$ cat src/rtl/uart_pkg.sv
// Shared UART definitions: parity modes, receiver state encoding and bit-timing helpers.
// The parity constants and half_bit() are also used by the matching transmitter.
package uart_pkg;

    localparam int unsigned PAR_NONE = 0;
    localparam int unsigned PAR_ODD  = 1;
    localparam int unsigned PAR_EVEN = 2;

    localparam int unsigned CNT_W = 16;

    typedef enum logic [2:0] {
        ST_IDLE,
        ST_START,
        ST_DATA,
        ST_PARITY,
        ST_STOP,
        ST_BREAK
    } rx_state_t;

    // Offset from the start edge to the middle of the start bit.
    function automatic int unsigned half_bit(input int unsigned clks_per_bit);
        return clks_per_bit / 2;
    endfunction

endpackage

$ cat src/rtl/uart_sync.sv
// Multi-flop synchroniser for the asynchronous rx line; resets to the idle (high) level.
module uart_sync #(
    parameter int unsigned STAGES = 2
) (
    input  logic clk,
    input  logic reset_n,
    input  logic d,
    output logic q
);

    logic [STAGES-1:0] sync;

    always_ff @(posedge clk or negedge reset_n) begin
        if (!reset_n) begin
            sync <= '1;
        end else begin
            sync <= {sync[STAGES-2:0], d};
        end
    end

    assign q = sync[STAGES-1];

endmodule

$ cat src/rtl/uart_rx_param.sv
// Parametrised UART receiver: mid-bit sampling, parity/framing/overrun flags and a
// one-word valid/ready holding register.
module uart_rx_param
    import uart_pkg::*;
#(
    parameter int unsigned CLKS_PER_BIT = 30,
    parameter int unsigned DATA_BITS    = 8,
    parameter int unsigned PARITY_MODE  = 0,
    parameter int unsigned STOP_BITS    = 1,
    parameter int unsigned SYNC_STAGES  = 2
) (
    input  logic                 clk,
    input  logic                 reset_n,
    input  logic                 rx,
    output logic [DATA_BITS-1:0] rx_data,
    output logic                 rx_valid,
    input  logic                 rx_ready,
    output logic                 parity_err,
    output logic                 frame_err,
    output logic                 overrun_err,
    output logic                 busy
);

    localparam int unsigned IDX_W = 4;
    localparam logic [CNT_W-1:0] HALF_LAST = CNT_W'(half_bit(CLKS_PER_BIT) - 1);
    localparam logic [CNT_W-1:0] BIT_LAST  = CNT_W'(CLKS_PER_BIT - 1);
    localparam logic [IDX_W-1:0] DATA_LAST = IDX_W'(DATA_BITS - 1);
    localparam logic [IDX_W-1:0] STOP_LAST = IDX_W'(STOP_BITS - 1);

    logic                 rx_s;
    rx_state_t            state, next_state;
    logic [CNT_W-1:0]     cnt;
    logic [IDX_W-1:0]     idx;
    logic [DATA_BITS-1:0] shift;
    logic                 par_bad, stop_bad, complete;
    logic                 sample_c, stop_low_c;
    logic                 start_c, shift_c, par_c, stop_c, last_stop_c;

    uart_sync #(.STAGES(SYNC_STAGES)) u_sync (
        .clk     (clk),
        .reset_n (reset_n),
        .d       (rx),
        .q       (rx_s)
    );

    // The start bit is sampled half a bit in; every later sample is one full bit apart.
    assign sample_c   = (state == ST_START) ? (cnt == HALF_LAST) : (cnt == BIT_LAST);
    assign stop_low_c = stop_bad | ~rx_s;

    always_ff @(posedge clk or negedge reset_n) begin
        if (!reset_n) begin
            state <= ST_IDLE;
        end else begin
            state <= next_state;
        end
    end

    always_comb begin
        next_state = state;
        case (state)
            ST_IDLE:   if (!rx_s) next_state = ST_START;
            ST_START:  if (sample_c) next_state = rx_s ? ST_IDLE : ST_DATA;
            ST_DATA:   if (sample_c && idx == DATA_LAST)
                           next_state = (PARITY_MODE != PAR_NONE) ? ST_PARITY : ST_STOP;
            ST_PARITY: if (sample_c) next_state = ST_STOP;
            // A low stop with all-zero data is a line break: park until the line recovers.
            ST_STOP:   if (sample_c && idx == STOP_LAST)
                           next_state = (stop_low_c && shift == '0) ? ST_BREAK : ST_IDLE;
            ST_BREAK:  if (rx_s) next_state = ST_IDLE;
            default:   next_state = ST_IDLE;
        endcase
    end

    always_comb begin
        start_c     = 1'b0;
        shift_c     = 1'b0;
        par_c       = 1'b0;
        stop_c      = 1'b0;
        last_stop_c = 1'b0;
        case (state)
            ST_IDLE:   start_c = ~rx_s;
            ST_DATA:   shift_c = sample_c;
            ST_PARITY: par_c   = sample_c;
            ST_STOP: begin
                stop_c      = sample_c;
                last_stop_c = sample_c && (idx == STOP_LAST);
            end
            default: ;
        endcase
    end

    always_ff @(posedge clk or negedge reset_n) begin
        if (!reset_n) begin
            cnt <= '0;
        end else if (state == ST_IDLE || state == ST_BREAK || sample_c) begin
            cnt <= '0;
        end else begin
            cnt <= cnt + CNT_W'(1);
        end
    end

    // Per-frame accumulation; cleared on every start edge.
    always_ff @(posedge clk or negedge reset_n) begin
        if (!reset_n) begin
            shift    <= '0;
            idx      <= '0;
            par_bad  <= 1'b0;
            stop_bad <= 1'b0;
            complete <= 1'b0;
        end else begin
            complete <= last_stop_c;
            if (start_c) begin
                shift    <= '0;
                idx      <= '0;
                par_bad  <= 1'b0;
                stop_bad <= 1'b0;
            end
            if (shift_c) begin
                shift <= {rx_s, shift[DATA_BITS-1:1]};
                idx   <= (idx == DATA_LAST) ? '0 : idx + IDX_W'(1);
            end
            if (par_c) begin
                par_bad <= (PARITY_MODE == PAR_ODD) ? ~(^{shift, rx_s}) : (^{shift, rx_s});
            end
            if (stop_c) begin
                stop_bad <= stop_low_c;
                idx      <= idx + IDX_W'(1);
            end
        end
    end

    // Holding register: a completing frame loads only if the slot is free or being drained.
    always_ff @(posedge clk or negedge reset_n) begin
        if (!reset_n) begin
            rx_data     <= '0;
            rx_valid    <= 1'b0;
            parity_err  <= 1'b0;
            frame_err   <= 1'b0;
            overrun_err <= 1'b0;
            busy        <= 1'b0;
        end else begin
            overrun_err <= 1'b0;
            busy        <= (next_state != ST_IDLE);
            if (complete) begin
                if (!rx_valid || rx_ready) begin
                    rx_data    <= shift;
                    parity_err <= par_bad;
                    frame_err  <= stop_bad;
                    rx_valid   <= 1'b1;
                end else begin
                    overrun_err <= 1'b1;
                end
            end else if (rx_valid && rx_ready) begin
                rx_valid <= 1'b0;
            end
        end
    end

endmodule

$ cat config.mk
export PLATFORM = sky130hd
export DESIGN_NAME = uart_rx_param
export DESIGN_NICKNAME = d
export VERILOG_FILES = /design/src/rtl/uart_pkg.sv /design/src/rtl/uart_sync.sv /design/src/rtl/uart_rx_param.sv
export SDC_FILE = /design/constraint.sdc
export NUM_CORES = 1
export LEC_CHECK = 0
export ABC_CLOCK_PERIOD_IN_PS = 2100
export CORE_MARGIN = 2
export CORE_UTILIZATION = 48
export CTS_BUF_LIST = sky130_fd_sc_hd__clkbuf_16
export DETAILED_ROUTE_END_ITERATION = 6
export HOLD_SLACK_MARGIN = 0.03
export PLACE_DENSITY = 0.77
export RECOVER_POWER = 50
export SYNTH_ARGS = -nofsm -noshare
export SYNTH_HDL_FRONTEND = slang
export SYNTH_SLANG_ARGS = --single-unit
$ cat constraint.sdc
create_clock -name clk -period 2.1 [get_ports clk]
set_input_delay 0.42 -clock clk [delete_from_list [all_inputs] [get_ports clk]]
set_output_delay 0.42 -clock clk [all_outputs]
set_load 0.01 [all_outputs]
==> flow_summary.json, run 1 <==
{
  "cp-end-kind": "register",
  "hold_ws_ns": 0.339,
  "cts.sinks": 49,
  "min_period_ns": 1.95,
  "wl_met1_mm": 2.18,
  "irDropWorstVdd_v": 0.000571,
  "vias": 1776,
  "hold_viol": 0,
  "grt_overflow_total": 0,
  "cp_slowest_cell": "dfrtp_1",
  "postSynthCellCount": 235,
  "maxCapViolations": 0,
  "area_growth_pct": 16.5,
  "chipWidth_um": 74.7,
  "period_share_pct": 92.9,
  "stdcell_count": 328,
  "core_area_mm2": 0.00479,
  "ys_seq_elements": 49,
  "viasPerCell": 5.41,
  "power-per-cell-area_mw_per_mm2": 899,
  "synth_nets": 242,
  "critPathRequiredTime_ns": 2.31,
  "grt_pass1_wl_mm": 7.98,
  "place_hpwl_mm": 3.29,
  "io_pins": 17,
  "synthArstFlopShare_pct": 100,
  "num_antenna_cells": 0,
  "setup-tns-final_ns": 0,
  "wl_met3_um": 145,
  "clock_path_buffers": 2,
  "cpPeakStageDelay_ns": 0.45,
  "first_pass_iters": 7,
  "nets": 267,
  "layout-drive-gt1-share_pct": 13.4,
  "post_drt_wl_per_cell_um": 14.7,
  "worst_r2r_path_depth": 5,
  "relSlewSlack_pct": 22.8,
  "cts_made_buffers": 5,
  "ys_warn_count": 0,
  "placedCellCount": 319,
  "first_global_vias": 1737,
  "drt_iter0_drc": 122,
  "floorplan.initialDensity_pct": 50.1,
  "crit_cells": 5,
  "regToRegStartpoint": "cnt[4]$_DFF_PN0_",
  "dieArea_mm2": 0.00558,
  "ant_nets": 0,
  "routed_wl_mm": 4.81,
  "synth_edf_count": 0,
  "syn_area_mm2": 0.00240,
  "synth_top_area_cell": "dfrtp_1",
  "ctsHoldBuffers": 0,
  "htree_levels": 2,
  "met2WireLength_mm": 2.39,
  "worst_pin_slew_ns": 1.16,
  "dieHeight_um": 74.7,
  "worst-path-buf-inv": 0,
  "ys_types": 43,
  "crit_path_start_kind": "register",
  "crit_family": "simple AND/OR/NAND/NOR gates",
  "topRoutingLayerUsed": "met4",
  "drcViolationCount": 0,
  "finalMaxSlewViolations": 0,
  "synthFlopType": "dfrtp_1",
  "finClkSkew_ns": 0.00235,
  "syn_avg_cell_area_um2": 10.2,
  "crit_chain": "or3b_1, mux2i_1, nand2_1, or3_1, a21oi_1",
  "clock.fmax_mhz": 512,
  "ff2ff_setup_slack_ns": 0.15,
  "io_buffers": 16,
  "clk-insertion-delay-late_ns": 0.29,
  "p_leak_nw": 1.24,
  "rsz0062_at_grt": "false",
  "synth.area.top_cells": "dfrtp_1 (49%), mux2_2 (5.2%), xnor2_1 (4.7%)",
  "cp-endpoint": "state[1]$_DFF_PN0_",
  "worstReg2RegEnd": "state[1]$_DFF_PN0_",
  "synth_top_area_share_pct": 49.0,
  "crit_path_max_fanout": 7,
  "cts_resized": 0,
  "outcome": "complete, no violations",
  "hp-class": "in -> async",
  "crit_arrival_ns": 2.16,
  "cts_tree": "built",
  "antenna_found_initial": 0,
  "grt_max_degree": 30,
  "crit_type": "reg -> reg",
  "setup_viol_count_final": 0,
  "seq_area_frac_synth_pct": 51.2,
  "crit_path_start": "cnt[4]$_DFF_PN0_",
  "grt_util_all_layers_pct": 19.0,
  "postCtsSetupRepairBufs": 0,
  "rows": 25,
  "gp_congestion": 0.881,
  "clk_pin_slew_ns": 0.06,
  "root_buffer": "clkbuf_16"
}
cells in the final DEF, fill, tap and decap left out, drive strengths merged, types with 2 or more instances in the layout:
cell type,synthesis,final
mux2,12,12
clkdlybuf4s50,0,11
a21oi,4,4
and2,3,3
xnor2,13,13
dfstp,2,2
xor2,11,11
nand3b,2,2
dlygate4sd3,0,4
nand2b,3,3
nand2,27,27
nand4,8,8
inv,7,7
mux2i,2,2
nor2,26,26
o21ai,14,14
nor3,10,10
a31oi,2,2
buf,2,7
nand3,6,6
clkinv,0,3
or3,4,4
dfrtp,47,47
ha,3,3
nor4,6,6
and3,4,4
nor2b,2,2
clkbuf,4,7
synth_stat cells, drive strengths merged (2+ instances only):
cell / instances
a21oi: 4
a31oi: 2
and2: 3
and3: 4
buf: 2
clkbuf: 4
dfrtp: 47
dfstp: 2
ha: 3
inv: 7
mux2: 12
mux2i: 2
nand2: 27
nand2b: 3
nand3: 6
nand3b: 2
nand4: 8
nor2: 26
nor2b: 2
nor3: 10
nor4: 6
o21ai: 14
or3: 4
xnor2: 13
xor2: 11
how the worst min path moves through the flow:
| stage | from | endpoint | slack, ns | cells past startpoint |
|---|---|---|---|---|
| floorplan | reset_n | busy$_DFF_PN0_ | 0.12 | 0 |
| global placement | u_sync.sync[0]$_DFF_PN1_ | u_sync.sync[1]$_DFF_PN1_ | 0.35 | 0 |
| detailed placement | u_sync.sync[0]$_DFF_PN1_ | u_sync.sync[1]$_DFF_PN1_ | 0.36 | 0 |
| CTS | reset_n | rx_data[1]$_DFFE_PN0P_ | 0.11 | 1 |
| global route | u_sync.sync[0]$_DFF_PN1_ | u_sync.sync[1]$_DFF_PN1_ | 0.37 | 0 |
| finish | reset_n | rx_data[1]$_DFFE_PN0P_ | 0.34 | 1 |
routing by layer:
| layer | up-vias | global-route usage, % |
|---|---|---|
| li1 | 862 | - |
| met4 | 0 | 6.55 |
| met1 | 859 | 23.9 |
| met3 | 12 | 4.42 |
| met5 | - | 0 |
| met2 | 43 | 32.4 |
worst register-to-register path: cells and delay by family (launching register included):
kind | cells | cell delay [ns]
mux | 1 | 0.26
simple gates | 3 | 1.00
compound gates | 1 | 0.16
flops | 1 | 0.45
where the power goes:
| part | total (W) | internal (W) | leakage, nW | switching [W] |
|---|---|---|---|---|
| combinational | 0.000624 | 0.000245 | 0.512 | 0.000379 |
| clock | 0.000784 | 0.000437 | 0.0712 | 0.000347 |
| sequential | 0.00111 | 0.00103 | 0.660 | 0.0000773 |
registers in the layout, summed over array words and instances, names as in the netlist:
name / cells
state: 3
complete: 1
frame_err: 1
parity_err: 1
u_sync.sync: 2
overrun_err: 1
rx_valid: 1
busy: 1
rx_data: 8
idx: 4
shift: 8
cnt: 16
stop_bad: 1
par_bad: 1
through the flow:
step / total power (W) / worst slack [ns] / util, % / cell area, um^2
6_report: 0.00251 / 0.148 / 58.4 / 2800
5_1_grt: 0.00265 / 0.0458 / 58.4 / 2800
4_1_cts: 0.00252 / 0.117 / 58.6 / 2810
3_5_place_dp: 0.00173 / 0.147 / 55.6 / 2660
3_3_place_gp: 0.00171 / 0.230 / 55.6 / 2660
2_1_floorplan: 0.00154 / 0.262 / - / 2400
final cells by class:
| class | count | area, um^2 |
|---|---|---|
| multi-input combinational | 173 | 1100 |
| clock inverter | 3 | 17.5 |
| fill | 394 | 1990 |
| tap | 67 | 83.8 |
| sequential | 49 | 1230 |
| timing repair buffer | 24 | 211 |
| inverter | 7 | 26.3 |
| clock buffer | 5 | 125 |
cell families after synthesis:
group / count (synthesis) / share of synthesized area, %
AND/OR/NAND/NOR: 107 / 22.9
XOR/XNOR: 24 / 8.76
buffers and inverters: 13 / 2.82
flip-flops: 49 / 51.2
adder cells (fa/ha/maj): 3 / 1.56
multiplexers: 14 / 6.62
AO/OA/AOI/OAI: 25 / 6.10
No activity file was read; power rests on OpenSTA's default activity.
==> inputs of run 2 (changes only) <==
- GPL_ROUTABILITY_DRIVEN: unset -> 0
==> flow_summary.json, run 2 (synthesis results as in run 1) <==
{
  "cts_tree": "built",
  "final_common_cell": "dfrtp_1",
  "hp-class": "in -> async",
  "drcViolationCount": 0,
  "crit_arrival_ns": 2.09,
  "cpPeakStageDelay_ns": 0.46,
  "crit_chain": "nor3b_2, mux2_4, nor4_4, buf_4, o21ai_0",
  "ctsHoldBuffers": 0,
  "relSlewSlack_pct": 24.9,
  "largest_reg_flops": 16,
  "nets": 267,
  "final_cell_mix": "dfrtp_1 (47), nand2_1 (27), nor2_1 (26), xnor2_1 (13)",
  "hold_viol": 0,
  "grt_util_all_layers_pct": 19.0,
  "crit_path_start_kind": "register",
  "clock_path_buffers": 2,
  "vias": 1755,
  "post_drt_wl_per_cell_um": 13.5,
  "clk_pin_slew_ns": 0.07,
  "dieArea_mm2": 0.00558,
  "hold_ws_ns": 0.322,
  "chipWidth_um": 74.7,
  "cp_slowest_cell": "dfrtp_1",
  "layout-drive-gt1-share_pct": 13.4,
  "fillCellCount": 427,
  "finalMaxSlewViolations": 0,
  "clock.fmax_mhz": 519,
  "largest_register": "cnt",
  "antenna_found_initial": 0,
  "htree_levels": 2,
  "place_hpwl_mm": 3.27,
  "period_share_pct": 91.8,
  "grt_max_degree": 29,
  "crit_type": "reg -> reg",
  "cp-end-kind": "register",
  "finClkSkew_ns": 0.00887,
  "rsz0062_at_grt": "false",
  "irDropWorstVdd_v": 0.000620,
  "setup-tns-final_ns": 0,
  "grt_overflow_total": 0,
  "io_buffers": 16,
  "root_buffer": "clkbuf_16",
  "floorplan.initialDensity_pct": 50.1,
  "maxCapViolations": 0,
  "outcome": "complete, no violations",
  "ant_nets": 0,
  "clk-insertion-delay-late_ns": 0.29,
  "area_growth_pct": 16.6,
  "core_area_mm2": 0.00479,
  "dieHeight_um": 74.7,
  "drt_iter0_drc": 100,
  "cts_made_buffers": 5,
  "setup_viol_count_final": 0,
  "p_leak_nw": 1.24,
  "viasPerCell": 5.35,
  "first_pass_iters": 4,
  "min_period_ns": 1.93,
  "worst_pin_slew_ns": 1.13,
  "largestRegisters": "cnt (16), rx_data (8), shift (8)",
  "first_global_vias": 1842,
  "power-per-cell-area_mw_per_mm2": 890,
  "cts.sinks": 49,
  "critPathRequiredTime_ns": 2.27,
  "rows": 25,
  "crit_path_max_fanout": 16,
  "grt_pass1_wl_mm": 8.08,
  "num_antenna_cells": 0,
  "io_pins": 17,
  "dp_slack_ns": 0.151,
  "routed_wl_mm": 4.44,
  "fin_ws_ns": 0.172
}
run 2: cell types whose count changed in the layout (fill, tap and decap cells not counted), sizes merged:
cell      delta
clkinv       -2
clkinvlp     +1
inv          +1
run 2: worst paths after layout:
kind	endpoint	slack, ns	start	depth (start not counted)
setup / recovery	shift[7]$_DFFE_PN0P_	0.17	state[1]$_DFF_PN0_	5
hold / removal	rx_data[1]$_DFFE_PN0P_	0.32	reset_n	1
setup reg to reg	shift[7]$_DFFE_PN0P_	0.17	state[1]$_DFF_PN0_	5
hold reg to reg	u_sync.sync[1]$_DFF_PN1_	0.36	u_sync.sync[0]$_DFF_PN1_	0
max in group asynchronous	cnt[4]$_DFF_PN0_	0.53	reset_n	2
min in group clk	u_sync.sync[1]$_DFF_PN1_	0.36	u_sync.sync[0]$_DFF_PN1_	0
run 2: final cells by class:
type / count / area (um^2) / share of cell area (%)
Sequential cell: 49 / 1230 / 43.9
Multi-Input combinational cell: 173 / 1100 / 39.4
Timing Repair Buffer: 24 / 211 / 7.55
Clock buffer: 5 / 125 / 4.47
Tap cell: 67 / 83.8 / 3.00
Inverter: 7 / 26.3 / 0.939
Clock inverter: 3 / 20.0 / 0.715
run 2: per-layer routing:
layer	vias up	track usage, %	part of all wire (%)
met2	29	34.1	51
met1	859	21.8	44
met3	7	5.22	3.1
met5	-	0	0
met4	0	6.55	1.3
li1	860	-	-
run 2: per-stage QoR:
step | power [W] | instances | utilization, % | area (um^2)
finish | 0.00249 | 328 | 58.5 | 2800
global route | 0.00263 | 328 | 58.5 | 2800
CTS | 0.00251 | 326 | 58.5 | 2800
detailed placement | 0.00171 | 318 | 55.5 | 2660
global placement | 0.00170 | 318 | 55.5 | 2660
floorplan | 0.00154 | 235 | - | 2400
run 2: where the power goes:
| group | total [W] | leakage [nW] | internal, W | switching (W) |
|---|---|---|---|---|
| Sequential | 0.00111 | 0.660 | 0.00103 | 0.0000854 |
| Combinational | 0.000598 | 0.512 | 0.000239 | 0.000359 |
| Clock | 0.000780 | 0.0712 | 0.000439 | 0.000341 |
| Total | 0.00249 | 1.24 | 0.00171 | 0.000785 |
run 2: repair_timing:
item                       CTS  global route
setup buffers                0             2
hold endpoints to repair     0             0
resized for setup            0             1
setup endpoints to repair    0            11
run 2: critical path: cells and delay by family, from the launching register on:
family / cells / cell delay [ns]
and+or+nand+nor: 2 / 0.60
DFF: 1 / 0.46
muxes: 1 / 0.38
buffers and inverters: 1 / 0.24
AOI/OAI and AO/OA: 1 / 0.12
